**src/rtl/timer_pkg.sv**
```systemverilog
// timer_pkg: shared encodings and helpers for the timer sequencer.
package timer_pkg;

    typedef enum logic [1:0] {
        S_IDLE = 2'b00,
        S_LOAD = 2'b01,
        S_RUN  = 2'b10,
        S_HALT = 2'b11
    } state_e;

    typedef enum logic [1:0] {
        ST_NONE = 2'b00,
        ST_OVF  = 2'b01,
        ST_UDF  = 2'b10,
        ST_BOTH = 2'b11
    } status_e;

    localparam int TCR_LOAD   = 7;
    localparam int TCR_DIR    = 5;
    localparam int TCR_EN     = 4;
    localparam int TCR_CKS_HI = 1;
    localparam int TCR_CKS_LO = 0;

    // Terminal prescaler count for a clock-select code: 2^(cks+1)-1, code clamped to cks_max.
    function automatic logic [4:0] div_last(input logic [1:0] cks, input int cks_max);
        int c;
        c = (int'(cks) > cks_max) ? cks_max : int'(cks);
        return 5'((2 << c) - 1);
    endfunction

endpackage

```
**src/rtl/timer_prescaler.sv**
```systemverilog
// timer_prescaler: divides clk by 2^(cks+1) while run_i is high; clears on !run_i or a cks change.
module timer_prescaler
    import timer_pkg::*;
#(
    parameter int DIV_W   = 8,
    parameter int CKS_MAX = 3
) (
    input  logic       clk,
    input  logic       rst,
    input  logic       run_i,
    input  logic [1:0] cks_i,
    output logic       tick_o
);

    logic [DIV_W-1:0] div_cnt_q, div_cnt_d;
    logic [4:0]       last, last_q;
    logic             hit, tick_q;

    always_comb begin
        last      = div_last(cks_i, CKS_MAX);
        hit       = run_i && (last == last_q) && (div_cnt_q == DIV_W'(last));
        div_cnt_d = (!run_i || (last != last_q) || hit) ? '0 : div_cnt_q + DIV_W'(1);
    end

    always_ff @(posedge clk) begin
        if (rst) begin
            div_cnt_q <= '0;
            last_q    <= 5'd1;
            tick_q    <= 1'b0;
        end else begin
            div_cnt_q <= div_cnt_d;
            last_q    <= last;
            tick_q    <= hit;
        end
    end

    assign tick_o = tick_q;

endmodule

```
**src/rtl/timer_ctrl.sv**
```systemverilog
// timer_ctrl: TCR decode, load/run/halt sequencing, prescaled ticks and TSR flag reload strobes.
// Optional one-shot halt on ovf/udf is enabled by defining TIMER_ONE_SHOT_EN.
module timer_ctrl
    import timer_pkg::*;
#(
    parameter int DIV_W   = 8,
    parameter int CKS_MAX = 3
) (
    input  logic       PCLK,
    input  logic       PRESET,
    input  logic [7:0] reg_TCR,
    input  logic [7:0] reg_TDR,
    input  logic       tsr_wr,
    input  logic [1:0] tsr_wr_mask,
    input  logic       tmr_ovf,
    input  logic       tmr_udf,
    output logic       cnt_tick,
    output logic       cnt_load,
    output logic [7:0] cnt_load_val,
    output logic       cnt_dir,
    output logic [1:0] status,
    output logic [1:0] ctrl_state
);

`ifdef TIMER_ONE_SHOT_EN
    localparam bit ONE_SHOT = 1'b1;
`else
    localparam bit ONE_SHOT = 1'b0;
`endif

    state_e     state_q, state_d;
    status_e    status_q;
    logic [7:0] val_q;
    logic       dir_q, flag_q;
    logic       load, en, run, os_edge;
    logic       unused_tcr;

    assign load       = reg_TCR[TCR_LOAD];
    assign en         = reg_TCR[TCR_EN];
    assign os_edge    = ONE_SHOT && (tmr_ovf || tmr_udf) && !flag_q;
    assign unused_tcr = ^{reg_TCR[6], reg_TCR[3:2]};

    always_comb begin
        state_d = state_q;
        if (load)
            state_d = S_LOAD;
        else if (!en)
            state_d = S_IDLE;
        else if (state_q == S_RUN)
            state_d = os_edge ? S_HALT : S_RUN;
        else if (state_q != S_HALT)
            state_d = S_RUN;
    end

    // Count only while staying in RUN, so leaving RUN never coincides with a tick.
    assign run = (state_q == S_RUN) && (state_d == S_RUN);

    always_ff @(posedge PCLK) begin
        if (PRESET) begin
            state_q  <= S_IDLE;
            status_q <= ST_NONE;
            val_q    <= 8'h00;
            dir_q    <= 1'b0;
            flag_q   <= 1'b0;
        end else begin
            state_q  <= state_d;
            status_q <= status_e'({tsr_wr & tsr_wr_mask[1], tsr_wr & tsr_wr_mask[0]});
            val_q    <= (state_d == S_LOAD) ? reg_TDR : val_q;
            dir_q    <= reg_TCR[TCR_DIR];
            flag_q   <= tmr_ovf | tmr_udf;
        end
    end

    timer_prescaler #(
        .DIV_W  (DIV_W),
        .CKS_MAX(CKS_MAX)
    ) u_prescaler (
        .clk   (PCLK),
        .rst   (PRESET),
        .run_i (run),
        .cks_i (reg_TCR[TCR_CKS_HI:TCR_CKS_LO]),
        .tick_o(cnt_tick)
    );

    assign cnt_load     = (state_q == S_LOAD);
    assign cnt_load_val = val_q;
    assign cnt_dir      = dir_q;
    assign status       = status_q;
    assign ctrl_state   = state_q;

endmodule

```
**config.mk**
```make
export PLATFORM = sky130hd
export DESIGN_NAME = timer_ctrl
export DESIGN_NICKNAME = d
export VERILOG_FILES = /design/src/rtl/timer_pkg.sv /design/src/rtl/timer_prescaler.sv /design/src/rtl/timer_ctrl.sv
export SDC_FILE = /design/constraint.sdc
export NUM_CORES = 1
export LEC_CHECK = 0
export CORE_ASPECT_RATIO = 1.1
export CORE_UTILIZATION = 46
export DETAILED_ROUTE_END_ITERATION = 8
export PLACE_DENSITY = 0.84
export SLEW_MARGIN = 15
export SYNTH_ARGS = -nofsm -noshare
export SYNTH_HDL_FRONTEND = slang
export SYNTH_HIERARCHICAL = 1
export SYNTH_SLANG_ARGS = --single-unit
```
**constraint.sdc**
```tcl
create_clock -name PCLK -period 2.33 [get_ports PCLK]
set_input_delay 0.466 -clock PCLK [delete_from_list [all_inputs] [get_ports PCLK]]
set_output_delay 0.466 -clock PCLK [all_outputs]
set_load 0.02 [all_outputs]
```
Word level (Yosys, flattened, before mapping)
Index checks and enable logic that the tools add are counted.
{"block": "classes", "add_sub_neg": 2, "n_eq_ne": 8, "shifts": 1, "n_mux": 4, "bitwise_logic": 2, "n_reduce_logical": 7}
{"op": "8-bit by 1-bit adder with 8-bit output, second input constant", "n": 1}
{"op": "8-bit by 5-bit == test with 1-bit output", "n": 1}
{"op": "2-bit two-way mux", "n": 4}
{"op": "5-bit == test", "n": 1}
{"op": "5-bit != test", "n": 1}
{"op": "2-bit by 2-bit left shift with 5-bit output, first input constant", "n": 1}
{"op": "5-bit by 2-bit subtractor with 5-bit output, second input constant", "n": 1}
{"op": "2-bit by 1-bit == test with 1-bit output, second input constant", "n": 2}
{"op": "2-bit == test, second input constant", "n": 2}
{"op": "1-bit logical AND", "n": 3}
{"op": "1-bit AND", "n": 2}
{"op": "1-bit logical OR", "n": 2}
{"op": "2-bit != test, second input constant", "n": 1}
{"op": "2-bit OR reduction", "n": 1}
{"op": "1-bit logical NOT", "n": 1}
{"block": "totals", "ff_bits": 27, "in_bits": 23, "output_inout_bits": 15, "wordCells": 31}

Depth between registers and ports, before layout
{"block": "depth", "depth_word": 11, "mapped_depth": 5, "depth_no_buf": 5}

Modules after synthesis
Netlist, hierarchy kept.
{"module": "timer_prescaler", "n_inst": 1, "cells_per_inst": 61, "area_each_um2": 588.1, "seq_area_each_um2": 260.2}
{"module": "timer_ctrl", "n_inst": 1, "cells_per_inst": 39, "area_each_um2": 446.7, "seq_area_each_um2": 260.2}

Worst setup path before layout
Ideal clock, no wire load.
{"block": "synth_timing", "kind": "input to register", "start": "input port reg_TCR[7]", "end": "register u_prescaler.div_cnt_q[2]", "setup_ns": 0.065, "arrival_time_ns": 1.668, "required_time_ns": 2.265, "setup_slack_ns": 0.597, "cell_stages": 5, "path_buffers": 0, "cell_sequence": "and4bb_2 > or3b_4 > a311oi_4 > o211ai_4 > nor2_1"}
{"block": "synth_between", "elab_chain_cells": 7, "elab_cells_between_ends": 9, "cone_classes": "eq/ne (1); mux (1); reduce/logical (7)"}
{"element": "from (decl)", "line_no": "timer_ctrl.sv:11", "rtl": "input logic [7:0] reg_TCR,"}
{"element": "2-bit two-way mux (*)", "line_no": "timer_ctrl.sv:45", "rtl": "if (load)"}
{"element": "2-bit == test (*)", "line_no": "timer_ctrl.sv:56", "rtl": "assign run = (state_q == S_RUN) && (state_d == S_RUN);"}
{"element": "1-bit logical AND (*)", "line_no": "timer_ctrl.sv:56"}
{"element": "1-bit logical NOT / 1-bit logical AND (equally long branches)", "line_no": "timer_prescaler.sv:22, timer_prescaler.sv:21"}
{"element": "1-bit logical OR / 1-bit logical AND (equally long branches)", "line_no": "timer_prescaler.sv:22, timer_prescaler.sv:21"}
{"element": "1-bit logical OR (*)", "line_no": "timer_prescaler.sv:22", "rtl": "div_cnt_d = (!run_i || (last != last_q) || hit) ? '0 : div_cnt_q + DIV_W'(1);"}
{"element": "2-bit OR reduction (no source line) (*)"}
{"element": "to (signal assigned)", "line_no": "timer_prescaler.sv:31", "rtl": "div_cnt_q <= div_cnt_d;"}
{"element": "to (decl)", "line_no": "timer_prescaler.sv:15", "rtl": "logic [DIV_W-1:0] div_cnt_q, div_cnt_d;"}
Every way passes the cells marked *; elsewhere a longest branch is shown, timed or not.
A chain may end at the register's enable or synchronous reset.

Worst setup path after layout
{"block": "layout_timing", "start": "input port reg_TCR[4]", "end": "register u_prescaler.div_cnt_q[7]"}
{"block": "layout_between", "elab_chain_cells": 8, "elab_cells_between_ends": 10, "cone_classes": "eq/ne (1); mux (2); reduce/logical (7)"}
{"element": "2-bit two-way mux (*)", "line_no": "timer_ctrl.sv:47", "rtl": "else if (!en)"}
{"element": "2-bit two-way mux (*)", "line_no": "timer_ctrl.sv:45"}
{"element": "2-bit == test (*)", "line_no": "timer_ctrl.sv:56"}
{"element": "1-bit logical AND (*)", "line_no": "timer_ctrl.sv:56"}
{"element": "via run", "line_no": "timer_ctrl.sv:35", "rtl": "logic load, en, run, os_edge;"}
{"element": "1-bit logical NOT / 1-bit logical AND (equally long branches)", "line_no": "timer_prescaler.sv:22, timer_prescaler.sv:21"}
{"element": "1-bit logical OR / 1-bit logical AND (equally long branches)", "line_no": "timer_prescaler.sv:22, timer_prescaler.sv:21"}
{"element": "1-bit logical OR (*)", "line_no": "timer_prescaler.sv:22"}
{"element": "2-bit OR reduction (no source line) (*)"}
Mark *: on every way through the listed nets, which the timed path passes. The rest lies on a longest branch.

==> key figures <==
Clocking
  – Root buf cell: clkbuf_4
  – Worst-Skew Late Latency: 310 ps
  – Setup bufs post-CTS: 0
  – Clock Sink Count: 26
  – Post-cts resize count: 0
  – Cts hold-fix bufs: 0
  – H-tree depth: 1
  – Num CTS Buffers: 3
  – Worst-path clk slew: 130 ps
  – Clock buffer depth: 2
  – CTS tree: built

Cells and area
  – Filler cell count: 153
  – # nets final: 159
  – Utilization after layout: 69.38%
  – Final Non-Filler Cells: 162
  – Layout cells sized above 1: 8.209%
  – Diode count: 0
  – Design Area, Final: 0.001431 mm^2
  – Area grow syn2layout: 38.33%

Setup path
  – Worst path required time: 2590 ps
  – Critical Path Source: reg_TCR[4]
  – Startpoint types: input port
  – Crit Path Max Fanout: 8
  – CP arrival: 2230 ps
  – CP Capture Type: flop
  – R2R Setup Slk: 600 ps
  – Start-to-end type of the worst setup path: in2reg
  – Reg2reg start: ctrl_state[0]$_SDFF_PP0_

Hold path
  – Hold Path Class: reg2reg
  – Min-delay src: u_prescaler/div_cnt_q[0]$_SDFF_PP0_

Drt
  – Final WL: 1938 um
  – DRC viols: 0
  – WL/cell: 11.96 um
  – Via Count: 786
  – 1st-pass router iterations: 4
  – First DRT Iteration DRCs: 9
  – Via-per-instance ratio: 4.852
  – Post-DRT Antenna Nets: 0

Floorplan
  – Core area: 0.002063 mm^2
  – Die height: 51.75 um
  – Initial core utilization: 50.15%
  – Boundary Pins: 38
  – Die ar.: 0.002443 mm^2
  – Cell Rows: 17
  – Die width: 47.22 um

Yosys
  – Number of synthesized register bits: 26
  – Synth top area share: 50.30%
  – Leading post-synthesis cells by cell area: dfxtp_1 50%, mux2i_1 7.7%, nor2_1 7.3%
  – Synth area leader: dfxtp_1
  – Sequential element share of the synthesized area: 50.30%
  – Post-synth cell types: 30
  – Synthesized cell area: 0.001035 mm^2
  – Synth Net Count: 124
  – Yosys warns: 6
  – Syn_area_per_cell: 10.35 um^2
  – Number of synthesized flops with an enable pin: 0
  – Most common flop cell mapped by yosys: dfxtp_1
  – Asr flop ratio synth: 0%
  – Cell count after synthesis: 100

Power and ir drop
  – Worst vdd ir: 0.4683 mV
  – Switching Share: 20.49%
  – Sw power: 0.1806 mW
  – PD cells: 615.8 mW/mm^2
  – Overall Power: 0.8814 mW
  – Pint: 0.7008 mW
  – Sequential power share: 53.1%
  – Logic gate share of total power: 13.4%
  – Leak pwr: 0.5631 nW
  – Clock power share: 33.5%

Timing
  – Unrepaired setup endpoints after global routing: no
  – Period minus WS final: 1971 ps
  – Max-slew violation count: 0
  – Final setup viols: 0
  – Setup ws final: 358.8 ps
  – Fmax: 0.5073 GHz
  – Clock skew: 4.087 ps
  – Hold_ws: 477.7 ps
  – Crit share post-route: 84.60%
  – Setup_tns: 0 ps
  – Fin. Hold Viols: 0

Global route
  – Gr ovfl total: 0
  – Total GRT Usage: 18.91%
  – Vias in the first global route: 785
  – First-pass GRT wire length: 3256 um
  – Largest net degree at the start of global routing: 16
  – Antenna violations before repair: 0

Run
  – Max_cap viols: 0

Placed design
  – GPL Wtd Cong: 0.6904
  – HPWL after detailed placement: 1517 um
  – Port Buffers: 32
  – Placed Cells: 158
  – Pre-CTS setup slack: 31.83 ps
  – Post-place instance area: 0.001379 mm^2

Outcome
  – Outcome: completed
[power by group through the flow]
| stage | combinational [mW] | sequential [mW] | clock, mW |
|---|---|---|---|
| floorplan | 0.0427 | 0.493 | 0 |
| global placement | 0.115 | 0.477 | 0 |
| detailed placement | 0.118 | 0.478 | 0 |
| CTS | 0.119 | 0.468 | 0.306 |
| global route | 0.127 | 0.470 | 0.331 |
| finish | 0.118 | 0.468 | 0.295 |
[final timing paths]
path / end / depth (start not counted)
setup / recovery: u_prescaler/div_cnt_q[7]$_SDFF_PP0_ / 6
hold / removal: u_prescaler/div_cnt_q[0]$_SDFF_PP0_ / 1
setup reg to reg: u_prescaler/div_cnt_q[7]$_SDFF_PP0_ / 5
hold reg to reg: u_prescaler/div_cnt_q[0]$_SDFF_PP0_ / 1
[worst max-delay path, cell delays in order]
cell and delay [ps]:
clkdlybuf4s50_1 490, and4bb_2 220, or3b_4 390, a311oi_4 350, o211ai_4 180, nor2_1 130
[synthesized netlist by cell type (2+ instances only)]
| library cell | number |
|---|---|
| nor2b_1 | 2 |
| nor2_1 | 20 |
| inv_1 | 3 |
| mux2i_1 | 8 |
| xnor2_1 | 5 |
| and3_1 | 2 |
| buf_2 | 3 |
| nand3_1 | 3 |
| xor2_1 | 4 |
| nor3_1 | 2 |
| and3b_1 | 2 |
| dfxtp_1 | 26 |
| nand2_1 | 3 |
[cells by family after synthesis]
group / count (synthesis) / synth area share, %
compound gates: 8 / 9.070
xor+xnor: 9 / 7.617
fa+ha+maj: 1 / 1.209
buf+inv: 7 / 3.627
flops: 26 / 50.30
mux: 8 / 7.739
other cells: 1 / 0.3624
simple gates: 40 / 20.07
[cells in the final DEF, fill, tap and decap left out, drive strengths merged, types with 2 or more instances in the layout]
master | Yosys | layout
and3 | 2 | 2
and3b | 2 | 2
buf | 4 | 2
clkbuf | 0 | 3
clkdlybuf4s50 | 0 | 32
dfxtp | 26 | 26
inv | 3 | 3
mux2i | 8 | 8
nand2 | 3 | 3
nand3 | 3 | 3
nor2 | 20 | 20
nor2b | 2 | 2
nor3 | 2 | 2
o211ai | 2 | 2
xnor2 | 5 | 5
xor2 | 4 | 4
[state kept, by name, indices dropped and copies added (netlist names)]
name                   cells
status                     2
u_prescaler/last_q         4
cnt_load_val               8
u_prescaler/div_cnt_q      8
ctrl_state                 2
cnt_dir                    1
u_prescaler/tick_o         1
[routing by layer]
layer  track usage, %  vias to the layer above  wire (um)
met2            34.93                       23       1042
met3            4.514                        2        115
met5                0                        -          0
li1                 -                      403          -
met4            8.571                        0         10
met1            18.83                      358        769
[area by class of cell]
cell class	instances	area [um^2]	area share, %
clock buffer	3	22.52	1.573
clock inverter	1	30.03	2.098
inverter	3	11.26	0.7867
multi-input combinational	67	476.7	33.30
sequential	26	520.5	36.36
tap	28	35.03	2.448
timing repair buffer	34	335.3	23.43
Note: power is estimated with default switching activity, not from simulation.
